$ cat config.mk
export PLATFORM = sky130hd
export DESIGN_NAME = wb_write_data_stage
export DESIGN_NICKNAME = d
export VERILOG_FILES = /design/src/rtl/wb_write_data_stage.sv
export SDC_FILE = /design/constraint.sdc
export NUM_CORES = 1
export LEC_CHECK = 0
export ABC_CLOCK_PERIOD_IN_PS = 2700
export CORE_MARGIN = 5
export CORE_UTILIZATION = 30
export CTS_CLUSTER_DIAMETER = 150
export CTS_CLUSTER_SIZE = 28
export DETAILED_ROUTE_END_ITERATION = 8
export GPL_TIMING_DRIVEN = 1
export PLACE_DENSITY_LB_ADDON = 0.08
export SLEW_MARGIN = 30
export SYNTH_ARGS = -nofsm -noshare
export SYNTH_HDL_FRONTEND = slang
export SYNTH_SLANG_ARGS = --single-unit
export TNS_END_PERCENT = 5
$ cat constraint.sdc
create_clock -name clock -period 2.7 [get_ports clock]
set_input_delay 0.27 -clock clock [delete_from_list [all_inputs] [get_ports clock]]
set_output_delay 0.27 -clock clock [all_outputs]
set_load 0.05 [all_outputs]
$ cat src/rtl/wb_write_data_stage.sv
// wb_write_data_stage
//
// Registered write-back data stage for the multicycle MIPS datapath. One of
// NSRC packed source buses is selected, the requested byte or halfword lane
// is extracted and zero- or sign-extended, and the result is registered with
// the destination register index and the register-file write enable.
//
// Ports:
//   clock      rising-edge clock
//   reset      asynchronous, active-low reset
//   src_bus    NSRC packed sources, source i at [i*DATA_W +: DATA_W]
//   sel        source select (values >= NSRC select zero and are flagged)
//   ext_mode   000 word, 001 lbu, 010 lb, 011 lhu, 100 lh, others word
//   byte_off   byte lane within the selected word
//   dest_in    destination register index
//   we_in      write request
//   valid_in   input transfer valid
//   stall      hold the output stage
//   flush      kill the output stage (wins over stall)
//   wdata      registered write data
//   dest_out   registered destination register
//   we_out     register-file write enable (qualify with !stall)
//   valid_out  output stage holds a transfer
//   sel_err    sticky flag: an out-of-range select was captured
//   align_err  one-cycle pulse after capturing a misaligned halfword
//   wb_count   committed-write counter, wraps at 16 bits

module wb_write_data_stage #(
  parameter int DATA_W = 32,
  parameter int NSRC   = 8,
  parameter int SEL_W  = $clog2(NSRC),
  parameter int REG_W  = 5,
  parameter int OFF_W  = $clog2(DATA_W/8)
) (
  input  logic                   clock,
  input  logic                   reset,
  input  logic [NSRC*DATA_W-1:0] src_bus,
  input  logic [SEL_W-1:0]       sel,
  input  logic [2:0]             ext_mode,
  input  logic [OFF_W-1:0]       byte_off,
  input  logic [REG_W-1:0]       dest_in,
  input  logic                   we_in,
  input  logic                   valid_in,
  input  logic                   stall,
  input  logic                   flush,
  output logic [DATA_W-1:0]      wdata,
  output logic [REG_W-1:0]       dest_out,
  output logic                   we_out,
  output logic                   valid_out,
  output logic                   sel_err,
  output logic                   align_err,
  output logic [15:0]            wb_count
);

  localparam int NBYTE = DATA_W / 8;
  localparam int NHALF = DATA_W / 16;

  logic [DATA_W-1:0] sel_word;
  logic              sel_bad;
  logic [OFF_W-1:0]  half_idx;
  logic [7:0]        lane_byte;
  logic [15:0]       lane_half;
  logic              is_half;
  logic              misaligned;
  logic [DATA_W-1:0] ext_data;
  logic              we_next;

  // Source mux. An out-of-range select matches no source and yields zero;
  // the extra leading zero bit keeps the range compare legal when NSRC is a
  // power of two.
  always_comb begin
    sel_word = '0;
    for (int i = 0; i < NSRC; i++) begin
      if (sel == SEL_W'(i)) begin
        sel_word = src_bus[i*DATA_W +: DATA_W];
      end
    end
    sel_bad = ({1'b0, sel} >= (SEL_W+1)'(NSRC));
  end

  // Lane extraction. The halfword lane ignores byte_off[0], so a misaligned
  // halfword still returns the aligned pair it falls in.
  always_comb begin
    half_idx  = byte_off >> 1;
    lane_byte = '0;
    lane_half = '0;
    for (int b = 0; b < NBYTE; b++) begin
      if (byte_off == OFF_W'(b)) begin
        lane_byte = sel_word[b*8 +: 8];
      end
    end
    for (int h = 0; h < NHALF; h++) begin
      if (half_idx == OFF_W'(h)) begin
        lane_half = sel_word[h*16 +: 16];
      end
    end
  end

  // Extension. Sized casts of signed values sign-extend, which avoids
  // zero-width replications when DATA_W is 16.
  always_comb begin
    is_half    = (ext_mode == 3'b011) || (ext_mode == 3'b100);
    misaligned = is_half && byte_off[0];
    case (ext_mode)
      3'b001:  ext_data = DATA_W'(lane_byte);
      3'b010:  ext_data = DATA_W'($signed(lane_byte));
      3'b011:  ext_data = DATA_W'(lane_half);
      3'b100:  ext_data = DATA_W'($signed(lane_half));
      default: ext_data = sel_word;
    endcase
    we_next = we_in && (dest_in != '0) && !sel_bad && !misaligned;
  end

  // Output register. The counter sees the write enable currently presented
  // to the register file, so each write is counted once, on the cycle it
  // actually commits (i.e. when not stalled). align_err drops on every edge
  // that is not a misaligned capture, which keeps it a single-cycle pulse.
  always_ff @(posedge clock or negedge reset) begin
    if (!reset) begin
      wdata     <= '0;
      dest_out  <= '0;
      we_out    <= 1'b0;
      valid_out <= 1'b0;
      sel_err   <= 1'b0;
      align_err <= 1'b0;
      wb_count  <= '0;
    end else begin
      if (we_out && !stall) begin
        wb_count <= wb_count + 16'd1;
      end
      align_err <= 1'b0;
      if (flush) begin
        valid_out <= 1'b0;
        we_out    <= 1'b0;
      end else if (!stall) begin
        valid_out <= valid_in;
        if (valid_in) begin
          wdata     <= ext_data;
          dest_out  <= dest_in;
          we_out    <= we_next;
          align_err <= misaligned;
          if (sel_bad) begin
            sel_err <= 1'b1;
          end
        end else begin
          we_out <= 1'b0;
        end
      end
    end
  end

endmodule
==> metrics.log, run 1 <==
[metrics] result of the run: finished clean
[metrics] Top Layer Used: met5
[metrics] floorplan core area: 17100 sq um
[metrics] Mapped Area: 5190 sq um
[metrics] Required @ worst endpoint: 2.84 ns
[metrics] final setup TNS: 0 ns
[metrics] clock-pin slew on the worst setup and hold paths: 0.07 ns
[metrics] final routed wirelength across all metal layers: 25.0 mm
[metrics] gr usage total: 23.9%
[metrics] part of the power in registers: 28.8%
[metrics] I/O pin total: 332
[metrics] placed cell count: 1113
[metrics] mean post-synth cell area: 9.07 sq um
[metrics] die boundary height: 142 um
[metrics] arrival time reported for the critical path endpoint: 2.43 ns
[metrics] mean number of vias per cell: 5.30
[metrics] area of the multi-input gates: 3490 sq um
[metrics] wire per inst: 22.3 um
[metrics] register area share after synthesis: 27.0%
[metrics] root buffer cell: clkbuf_16
[metrics] routability congestion estimate from global placement: 0.949
[metrics] post-layout minimum cycle time: 2.29 ns
[metrics] final setup skew: 0.00196 ns
[metrics] prevailing post-synth register cell: dfrtp_1
[metrics] largest cells by area after synthesis: dfrtp_1 (27%), mux4_2 (9.1%), mux2i_1 (8.7%)
[metrics] sum of net half-perimeters after detailed placement: 21.4 mm
[metrics] LEAKAGE: 3.55 nW
[metrics] Hold WC Path Type: in -> async
[metrics] number of buffers between clock root and the deepest sink: 2
[metrics] number of enable-type register cells in the synthesized netlist: 0
[metrics] WS Path Type: in -> reg
[metrics] total via count in the routed design: 5952
[metrics] number of nets in the layout: 1172
[metrics] share of total power consumed by net switching: 40.0%
[metrics] Max Clock Freq: 0.436 GHz
[metrics] number of detailed-routing iterations run before antenna repair: 5
[metrics] number of global-route vias before repair: 6337
[metrics] sequential standard cell area: 1400 sq um
[metrics] endpoints failing setup: 0
[metrics] number of warning messages in the yosys log: 0
[metrics] port bufs: 330
[metrics] fraction of the cycle the final worst path needs: 84.9%
[metrics] stage delay of the slowest cell on the critical path: 0.66 ns
[metrics] Starting Density: 30.4%
[metrics] number of buffers inserted during clock tree synthesis: 5
[metrics] largest net degree at the start of global routing: 44
[metrics] antenna violations before repair: 2
[metrics] crit path launch type: input pin
[metrics] gate count after technology mapping: 573
[metrics] Rel. slew slack: 51.4%
[metrics] Final Instance Count excl. Fillers: 1123
[metrics] total DRC errors in the routed layout: 0
[metrics] number of standard-cell rows in the floorplan: 48
[metrics] count of cells resized by post-cts repair: 0
[metrics] slowest CP cell: nor2b_2
[metrics] Crit. End Element: flop
[metrics] nets in the synthesized netlist: 849
[metrics] Congestion Overflow GR: 0
[metrics] met2 wirelength from detailed routing: 13.2 mm
[metrics] latest clock arrival within the worst-skew pair: 0.29 ns
[metrics] number of hold violations in the final report: 0
[metrics] met3 routed wirelength: 1.84 mm
[metrics] flops & latches, synth: 56
[metrics] worst vdd rail ir drop: 361 uV
[metrics] Die Span X: 142 um
[metrics] die outline area: 20000 sq um
[metrics] area leader, netlist: dfrtp_1
[metrics] clock share of power: 17.7%
[metrics] ordered list of cells on the worst path: buf_4, mux2_1, o22ai_1, a211oi_1, o211ai_1, nor2b_2, a31oi_1
[metrics] commonest cells after routing, fill and taps aside: clkdlybuf4s50_1 (326), nor2_1 (60), dfrtp_1 (56)
[metrics] residual antenna-violating net count after detailed routing: 0
[metrics] most frequent standard cell in the layout excluding fill and tap cells: clkdlybuf4s50_1
[metrics] net load switching power: 1.50 mW
[metrics] Critical Path Fanout Max: 33
[metrics] wire length of the first global-routing pass: 37.0 mm
[metrics] clock tree from TritonCTS: built
[metrics] pwr dens: 419 nW/um^2
[metrics] final slew viol count: 0
[metrics] post-synth top area share: 27.0%
[metrics] post-synthesis async set-or-reset flop share: 100%
[metrics] unrepaired setup endpoints after global routing: false
[metrics] htree depth: 2
[metrics] Fillers: 1600
[metrics] DR iter-0 viols: 251
[metrics] combinational share of power: 53.6%
[metrics] P_int: 2.26 mW
[metrics] number of sinks handled by clock tree synthesis: 56
[metrics] layout-stage area growth over the synthesis result: 72.6%
[metrics] max-cap check violation count: 0
[metrics] distinct cell type count after synthesis: 72
[metrics] routed metal-1 wirelength: 9.64 mm
[metrics] measured slew at the worst slew-check pin: 0.726 ns
[metrics] proportion of layout cells with a drive suffix above 1: 11.0%
[per-stage QoR]
step	setup WS (ns)	utilization [%]	area, sq um	total power [mW]	hold WS (ns)
finish	0.407	52.4	8970	3.76	0.472
global route	0.172	52.4	8970	3.95	0.504
CTS	0.402	52.3	8960	3.80	0.478
detailed placement	0.0708	51.4	8800	3.12	0.266
global placement	0.177	51.4	8800	3.10	0.260
floorplan	0.740	-	5190	2.16	-0.0256
[sequential cells by signal, indices dropped and copies added, names as in the netlist]
signal / cells
align_err: 1
wb_count: 16
dest_out: 5
valid_out: 1
wdata: 32
we_out: 1
[cells by family (layout without fill, tap and decap cells)]
kind of cell / after synthesis / in the layout / share of synthesized area (%)
muxes: 99 / 99 / 24.9
adders and majority gates: 2 / 2 / 0.433
DFF: 56 / 56 / 27.0
AOI/OAI and AO/OA: 164 / 164 / 22.5
buffers and inverters: 56 / 380 / 5.90
xor gates and xnor gates: 18 / 18 / 3.03
and+or+nand+nor: 177 / 177 / 16.2
other: 1 / 2 / 0.0722
[final timing paths]
| kind | startpoint | to | slack, ns | depth (start not counted) |
|---|---|---|---|---|
| worst max-delay path | sel[1] | wdata[28] | 0.41 | 7 |
| worst min-delay path | reset | wdata[29] | 0.47 | 2 |
| worst max register to register | we_out | wb_count[15] | 1.01 | 5 |
| worst min register to register | dest_out[1] | dest_out[1] | 0.48 | 2 |
| max in group asynchronous | reset | wdata[27] | 1.37 | 3 |
| min in group clock | dest_out[1] | dest_out[1] | 0.48 | 2 |
[worst max-delay path, delay by kind of cell]
kind                   cells  cell delay [ns]
multiplexers               1             0.40
buffers and inverters      1             0.36
AO/OA/AOI/OAI              4             0.72
AND/OR/NAND/NOR            1             0.66
[layout make-up]
type | instances | share of cell area (%)
Timing Repair Buffer | 365 | 40.3
Multi-Input combinational cell | 461 | 39.0
Sequential cell | 56 | 15.6
Tap cell | 225 | 3.14
Clock buffer | 5 | 1.40
Inverter | 7 | 0.293
Clock inverter | 3 | 0.237
Antenna cell | 1 | 0.0279
[power groups by stage]
| stage | clock (mW) | combinational [mW] | sequential (mW) |
|---|---|---|---|
| floorplan | 0 | 0.592 | 1.57 |
| global placement | 0 | 2.01 | 1.09 |
| detailed placement | 0 | 2.02 | 1.10 |
| CTS | 0.687 | 2.03 | 1.08 |
| global route | 0.712 | 2.14 | 1.10 |
| finish | 0.664 | 2.01 | 1.08 |
[cell usage after synthesis, types with 4 or more instances]
| library cell | number |
|---|---|
| o21ai_0 | 11 |
| a21o_1 | 6 |
| and2_1 | 4 |
| o221ai_1 | 9 |
| a22oi_1 | 19 |
| a31oi_1 | 14 |
| and3b_1 | 4 |
| a211oi_1 | 4 |
| nand3_1 | 10 |
| buf_4 | 8 |
| buf_6 | 6 |
| dfrtp_1 | 56 |
| nand2b_1 | 9 |
| nor2_1 | 60 |
| a21oi_1 | 27 |
| buf_2 | 17 |
| xor2_1 | 6 |
| nand2_1 | 51 |
| o21ai_1 | 9 |
| o22ai_1 | 14 |
| clkbuf_1 | 17 |
| mux2_2 | 20 |
| nor2b_1 | 9 |
| inv_1 | 5 |
| xnor2_1 | 12 |
| o22a_1 | 14 |
| and3_1 | 4 |
| nand4_1 | 4 |
| mux2i_1 | 45 |
| mux2_1 | 13 |
| o211ai_1 | 6 |
| nor3_1 | 8 |
| mux4_2 | 21 |
[per-layer routing]
layer / up-vias / GRT usage [%]
li1: 2828 / -
met1: 2862 / 28.6
met2: 239 / 44.0
met3: 21 / 5.12
met4: 2 / 4.95
met5: - / 0
[what timing repair did]
item | in CTS | in global routing
hold buffers | 1 | 0
endpoints found under the hold margin | 20 | 0
buffers inserted | 0 | 0
Note: power is estimated with default switching activity, not from simulation.
==> run 2, diff against run 1 <==
--- a/config.mk
+++ b/config.mk
@@ -5,7 +5,7 @@
 export SDC_FILE = /design/constraint.sdc
 export NUM_CORES = 1
 export LEC_CHECK = 0
-export ABC_CLOCK_PERIOD_IN_PS = 2700
+export ABC_CLOCK_PERIOD_IN_PS = 1980
 export CORE_MARGIN = 5
 export CORE_UTILIZATION = 30
 export CTS_CLUSTER_DIAMETER = 150
==> constraint.sdc (replaced) <==
create_clock -name clock -period 1.98 [get_ports clock]
set_input_delay 0.198 -clock clock [delete_from_list [all_inputs] [get_ports clock]]
set_output_delay 0.198 -clock clock [all_outputs]
set_load 0.05 [all_outputs]
==> metrics.log, run 2 (synthesis results as in run 1) <==
[metrics] result of the run: finished clean
[metrics] Critical Path Fanout Max: 2 (-94%)
[metrics] ordered list of cells on the worst path: clkdlybuf4s50_1, mux4_2, a22oi_2, o21ai_2, mux2_4, a32o_1, o22a_1
[metrics] Core Util, Final: 57.4% (+5.0 points)
[metrics] DR iter-0 viols: 267 (+6.4%)
[metrics] number of detailed-routing iterations run before antenna repair: 5 (unchanged)
[metrics] proportion of layout cells with a drive suffix above 1: 20.9% (+9.8 points)
[metrics] Setup WS pre-CTS: -0.461 ns (-0.532 ns)
[metrics] Max Clock Freq: 0.526 GHz
[metrics] final design instance area without fill: 9820 sq um (+9.5%)
[metrics] Reg2Reg Setup Slack: 0.48 ns (-0.53 ns)
[metrics] number of global-route vias before repair: 6856 (+8.2%)
[metrics] final setup TNS: 0 ns (unchanged)
[metrics] unrepaired setup endpoints after global routing: false
[metrics] setup slack after layout: 0.0803 ns (-0.326 ns)
[metrics] path depth of the worst reg2reg path: 5 (unchanged)
[metrics] antenna violations before repair: 3 (+1)
[metrics] Crit. End Element: flop
[metrics] number of standard-cell rows in the floorplan: 48 (unchanged)
[metrics] slowest CP cell: mux4_2
[metrics] routability congestion estimate from global placement: 0.942 (-0.76%)
[metrics] Largest Register: wdata
[metrics] die boundary height: 142 um (unchanged)
[metrics] number of hold violations in the final report: 0 (unchanged)
[metrics] WS Path Type: in -> reg
[metrics] htree depth: 2 (unchanged)
[metrics] root buffer cell: clkbuf_16
[metrics] gr usage total: 24.8% (+0.95 points)
[metrics] capturing point of the worst reg2reg path: wb_count[15]
[metrics] combined buffer and inverter count along the critical path: 1 (unchanged)
[metrics] wire per inst: 21.0 um (-5.8%)
[metrics] leading registers by flop count: wdata: 32 flops, wb_count: 16 flops, dest_out: 5 flops
[metrics] Rel. slew slack: 61.8% (+10 points)
[metrics] r2r startpoint: we_out
[metrics] number of nets in the layout: 1267 (+8.1%)
[metrics] max FFs per register: 32 (unchanged)
[metrics] pwr dens: 547 nW/um^2 (+30%)
[metrics] max-cap check violation count: 0 (unchanged)
[metrics] area of the multi-input gates: 3560 sq um (+1.9%)
[metrics] endpoints failing setup: 0 (unchanged)
[metrics] die outline area: 20000 sq um (unchanged)
[metrics] post-layout minimum cycle time: 1.90 ns
[metrics] number of sinks handled by clock tree synthesis: 56 (unchanged)
[metrics] PnR Total Power: 5.37 mW (+43%)
[metrics] largest net degree at the start of global routing: 26 (-41%)
[metrics] Final Hold Slack: 0.428 ns (-0.0449 ns)
[metrics] LEAKAGE: 4.06 nW (+14%)
[metrics] Fillers: 1563 (-2.3%)
[metrics] wire length of the first global-routing pass: 38.9 mm (+5.2%)
[metrics] most frequent standard cell in the layout excluding fill and tap cells: clkdlybuf4s50_1
[metrics] Congestion Overflow GR: 0 (unchanged)
[metrics] measured slew at the worst slew-check pin: 0.573 ns (-0.153 ns)
[metrics] Die Span X: 142 um (unchanged)
[metrics] commonest cells after routing, fill and taps aside: clkdlybuf4s50_1 (323), buf_4 (123), nor2_1 (60)
[metrics] residual antenna-violating net count after detailed routing: 0 (unchanged)
[metrics] Hold WC Path Type: in -> async
[metrics] final slew viol count: 0 (unchanged)
[metrics] total via count in the routed design: 6332 (+6.4%)
[metrics] placed cell count: 1208 (+8.5%)
[metrics] worst vdd rail ir drop: 450 uV (+24%)
[metrics] Starting Density: 30.4% (unchanged)
[metrics] I/O pin total: 332 (unchanged)
[metrics] fraction of the cycle the final worst path needs: 95.9%
[metrics] final setup skew: 0.00862 ns (+0.00666 ns)
[metrics] port bufs: 330 (unchanged)
[metrics] arrival time reported for the critical path endpoint: 2.09 ns (-0.34 ns)
[metrics] total DRC errors in the routed layout: 0 (unchanged)
[metrics] mean number of vias per cell: 5.19 (-2.1%)
[metrics] latest clock arrival within the worst-skew pair: 0.30 ns (about the same)
[metrics] number of buffers between clock root and the deepest sink: 2 (unchanged)
[metrics] number of buffers inserted during clock tree synthesis: 5 (unchanged)
[metrics] Worst path top cell family by delay: multiplexers
[metrics] crit path launch type: input pin
[metrics] Final Instance Count excl. Fillers: 1220 (+8.6%)
[metrics] stage delay of the slowest cell on the critical path: 0.49 ns (-0.17 ns)
[metrics] post-place instance area: 9570 sq um (+8.7%)
[metrics] sum of net half-perimeters after detailed placement: 22.4 mm (+4.8%)
[metrics] sequential standard cell area: 1400 sq um (unchanged)
[metrics] floorplan core area: 17100 sq um (unchanged)
[metrics] final routed wirelength across all metal layers: 25.6 mm (+2.4%)
[metrics] clock-pin slew on the worst setup and hold paths: 0.08 ns (about the same)
[metrics] Required @ worst endpoint: 2.17 ns (-0.67 ns)
[metrics] clock tree from TritonCTS: built
[metrics] layout-stage area growth over the synthesis result: 89.0%
## run 2: changes by cell type in the layout (fill, tap and decap cells not counted), moves of 2 or more
cell and delta:
clkdlybuf4s50_1 -3, buf_4 +93, buf_12 +5, diode_2 +2
a22oi_1 -4, o21ai_1 -2, a22oi_2 +4, o21ai_2 +2
## run 2: worst reg2reg max path: cells and delay by family, from the launching register on
| kind | cells | cell delay [ns] |
|---|---|---|
| and+or+nand+nor | 4 | 0.88 |
| DFF | 1 | 0.36 |
| xor gates and xnor gates | 1 | 0.14 |
## run 2: where the power goes
part / internal, mW / switching [mW]
Clock: 0.479 / 0.438
Sequential: 1.33 / 0.142
Combinational: 1.45 / 1.53
Total: 3.26 / 2.11
## run 2: cell type report
class	instances	area share, %
tap	225	2.87
multi-input combinational	461	36.3
timing repair buffer	460	44.7
inverter	7	0.268
clock inverter	3	0.268
sequential	56	14.3
clock buffer	5	1.27
antenna	3	0.0765
## run 2: how the worst max path moves through the flow
stage / slack [ns] / startpoint / cells after the start / end
floorplan: 0.09 / sel[1] / 8 / wdata[0]
global placement: -0.36 / src_bus[207] / 8 / wdata[23]
detailed placement: -0.46 / src_bus[207] / 8 / wdata[23]
CTS: 0.005 / src_bus[250] / 7 / wdata[2]
global route: 0.001 / ext_mode[1] / 7 / wdata[19]
finish: 0.08 / src_bus[250] / 7 / wdata[2]
## run 2: routing by layer
layer  GRT usage, %  part of all wire [%]  vias to the layer above
li1               -                     -                     3016
met1           29.6                    39                     3038
met2           44.7                    51                      233
met3           4.85                   6.7                       45
met4           8.23                   3.2                        0
met5              0                     0                        -
## run 2: what timing repair did
action,4_1_cts,5_1_grt
hold endpoints to repair,22,0
buffers inserted,0,0
endpoints found under the setup margin,27,20
hold buffers,1,0
resized for setup,6,10
pin swaps,0,1
==> run 3, diff against run 2 <==
--- a/config.mk
+++ b/config.mk
@@ -7,12 +7,12 @@
 export LEC_CHECK = 0
 export ABC_CLOCK_PERIOD_IN_PS = 1980
 export CORE_MARGIN = 5
-export CORE_UTILIZATION = 30
-export CTS_CLUSTER_DIAMETER = 150
+export CORE_UTILIZATION = 25
 export CTS_CLUSTER_SIZE = 28
 export DETAILED_ROUTE_END_ITERATION = 8
 export GPL_TIMING_DRIVEN = 1
 export PLACE_DENSITY_LB_ADDON = 0.08
+export SKIP_LAST_GASP = 1
 export SLEW_MARGIN = 30
 export SYNTH_ARGS = -nofsm -noshare
 export SYNTH_HDL_FRONTEND = slang
==> metrics.log, run 3 (synthesis results as in run 1) <==
[metrics] result of the run: finished clean
[metrics] die outline area: 23800 sq um (+19%)
[metrics] number of standard-cell rows in the floorplan: 52 (+8.3%)
[metrics] Crit. End Element: flop
[metrics] total DRC errors in the routed layout: 0 (unchanged)
[metrics] capturing point of the worst reg2reg path: wb_count[15]
[metrics] number of buffers inserted during clock tree synthesis: 5 (unchanged)
[metrics] leading registers by flop count: wdata: 32 flops, wb_count: 16 flops, dest_out: 5 flops
[metrics] htree depth: 2 (unchanged)
[metrics] max FFs per register: 32 (unchanged)
[metrics] share of total power consumed by net switching: 39.7% (+0.39 points)
[metrics] number of nets in the layout: 1267 (unchanged)
[metrics] WS Path Type: in -> reg
[metrics] pwr dens: 550 nW/um^2 (+0.61%)
[metrics] antenna violations before repair: 2 (-1)
[metrics] setup slack after layout: 0.0116 ns (-0.0687 ns)
[metrics] path depth of the worst reg2reg path: 5 (unchanged)
[metrics] root buffer cell: clkbuf_16
[metrics] layout-stage area growth over the synthesis result: 88.4%
[metrics] routability congestion estimate from global placement: 0.929 (-1.3%)
[metrics] final setup TNS: 0 ns (unchanged)
[metrics] Hold Buf Count CTS: 0 (-1)
[metrics] Starting Density: 25.5% (-4.8 points)
[metrics] Required @ worst endpoint: 2.17 ns (about the same)
[metrics] LEAKAGE: 4.03 nW (-0.73%)
[metrics] Rel. slew slack: 50.1% (-12 points)
[metrics] stage delay of the slowest cell on the critical path: 0.46 ns (-0.03 ns)
[metrics] Hold WC Path Type: in -> async
[metrics] Critical Path Fanout Max: 2 (unchanged)
[metrics] Setup WS pre-CTS: -0.476 ns (-0.0143 ns)
[metrics] total via count in the routed design: 6400 (+1.1%)
[metrics] fraction of the cycle the final worst path needs: 99.4% (+3.5 points)
[metrics] gr usage total: 22.5% (-2.4 points)
[metrics] post-layout minimum cycle time: 1.97 ns (+0.0687 ns)
[metrics] floorplan core area: 20400 sq um (+19%)
[metrics] Max Clock Freq: 0.508 GHz (-3.5%)
[metrics] max-cap check violation count: 0 (unchanged)
[metrics] wire length of the first global-routing pass: 41.6 mm (+6.8%)
[metrics] commonest cells after routing, fill and taps aside: clkdlybuf4s50_1 (318), buf_4 (136), nor2_1 (59)
[metrics] mean number of vias per cell: 5.06 (-2.4%)
[metrics] sum of net half-perimeters after detailed placement: 24.1 mm (+7.8%)
[metrics] combinational share of power: 55.5% (about the same)
[metrics] ordered list of cells on the worst path: clkdlybuf4s50_1, mux4_2, a22oi_2, o21ai_2, mux2_2, a32o_1, o22a_1
[metrics] final routed wirelength across all metal layers: 28.0 mm (+9.3%)
[metrics] number of sinks handled by clock tree synthesis: 56 (unchanged)
[metrics] Final Hold Slack: 0.0434 ns (-0.384 ns)
[metrics] die boundary height: 154 um (+8.9%)
[metrics] Largest Register: wdata
[metrics] clock tree from TritonCTS: built
[metrics] combined buffer and inverter count along the critical path: 1 (unchanged)
[metrics] latest clock arrival within the worst-skew pair: 0.29 ns (about the same)
[metrics] endpoint of the worst setup timing path: wdata[2]
[metrics] measured slew at the worst slew-check pin: 0.748 ns (+0.175 ns)
[metrics] setup repair bufs after CTS: 0 (unchanged)
[metrics] clock share of power: 17.1% (about the same)
[metrics] port bufs: 330 (unchanged)
[metrics] P_int: 3.24 mW (-0.36%)
[metrics] part of the power in registers: 27.4% (about the same)
[metrics] endpoints failing setup: 0 (unchanged)
[metrics] wire per inst: 22.2 um (+5.5%)
[metrics] number of global-route vias before repair: 7022 (+2.4%)
[metrics] residual antenna-violating net count after detailed routing: 0 (unchanged)
[metrics] r2r startpoint: we_out
[metrics] final slew viol count: 0 (unchanged)
[metrics] number of detailed-routing iterations run before antenna repair: 4 (-1)
[metrics] stages on the worst setup path: 7 (unchanged)
[metrics] Congestion Overflow GR: 0 (unchanged)
[metrics] I/O pin total: 332 (unchanged)
[metrics] Die Span X: 154 um (+8.9%)
[metrics] clock-pin slew on the worst setup and hold paths: 0.08 ns (about the same)
[metrics] final setup skew: 0.00497 ns (-0.00365 ns)
[metrics] unrepaired setup endpoints after global routing: true
[metrics] DR iter-0 viols: 305 (+14%)
[metrics] Reg2Reg Setup Slack: 0.50 ns (+0.02 ns)
[metrics] worst vdd rail ir drop: 379 uV (-16%)
[metrics] slowest CP cell: mux4_2
[metrics] number of buffers between clock root and the deepest sink: 2 (unchanged)
[metrics] Worst path top cell family by delay: multiplexers
[metrics] most frequent standard cell in the layout excluding fill and tap cells: clkdlybuf4s50_1
[metrics] arrival time reported for the critical path endpoint: 2.15 ns (+0.06 ns)
[metrics] largest net degree at the start of global routing: 57 (+120%)
[metrics] proportion of layout cells with a drive suffix above 1: 21.7% (+0.81 points)
[metrics] net load switching power: 2.14 mW (+1.3%)
[metrics] origin of the worst setup path: src_bus[90]
[metrics] crit path launch type: input pin
[metrics] number of hold violations in the final report: 0 (unchanged)
==> run 3: cell types whose count changed in the layout (fill, tap and decap cells not counted), sizes merged <==
cell           previous run  this run
buf                     136       142
clkdlybuf4s50           323       318
clkinv                    1         2
clkinvlp                  2         1
diode                     3         2
dlygate4sd3               1         0
==> run 3: through the flow <==
step	area [sq um]	total power, mW	instances	utilization [%]
6_report	9790	5.38	1264	48.1
5_1_grt	9790	5.67	1264	48.1
4_1_cts	9720	5.44	1262	47.7
3_5_place_dp	9530	4.48	1254	46.8
3_3_place_gp	9530	4.44	1254	46.8
2_1_floorplan	5190	2.94	573	-
==> run 3: power by group through the flow <==
stage,clock network [mW],registers [mW],logic (mW)
floorplan,0,2.14,0.808
global placement,0,1.49,2.94
detailed placement,0,1.50,2.98
CTS,0.965,1.48,3.00
global route,1.00,1.50,3.16
finish,0.921,1.47,2.99
==> run 3: final cells by class <==
cell class,instances,area (sq um)
Timing Repair Buffer,460,4290
Fill cell,2016,10600
Sequential cell,56,1400
Multi-Input combinational cell,461,3570
Antenna cell,2,5.00
Tap cell,270,338
Inverter,7,26.3
Clock buffer,5,125
Clock inverter,3,27.5
==> run 3: repair_timing <==
action	in CTS	in global routing
pin swaps	0	1
endpoints found under the setup margin	28	30
gates resized for setup	8	12
==> run 3: per-layer routing <==
layer	track usage, %	part of all wire, %	up-vias
li1	-	-	3019
met1	26.6	40	3133
met2	40.8	51	216
met3	5.54	6.5	32
met4	5.26	2.2	0
met5	0	0	-
==> run 3: worst min-delay path by stage <==
stage | from | endpoint | slack [ns] | cells after the start
floorplan | reset | align_err | -0.1 | 0
global placement | reset | wb_count[8] | 0.38 | 2
detailed placement | reset | wb_count[8] | 0.40 | 2
CTS | reset | wb_count[8] | 0.07 | 2
global route | reset | wb_count[7] | 0.12 | 2
finish | reset | wb_count[8] | 0.04 | 2
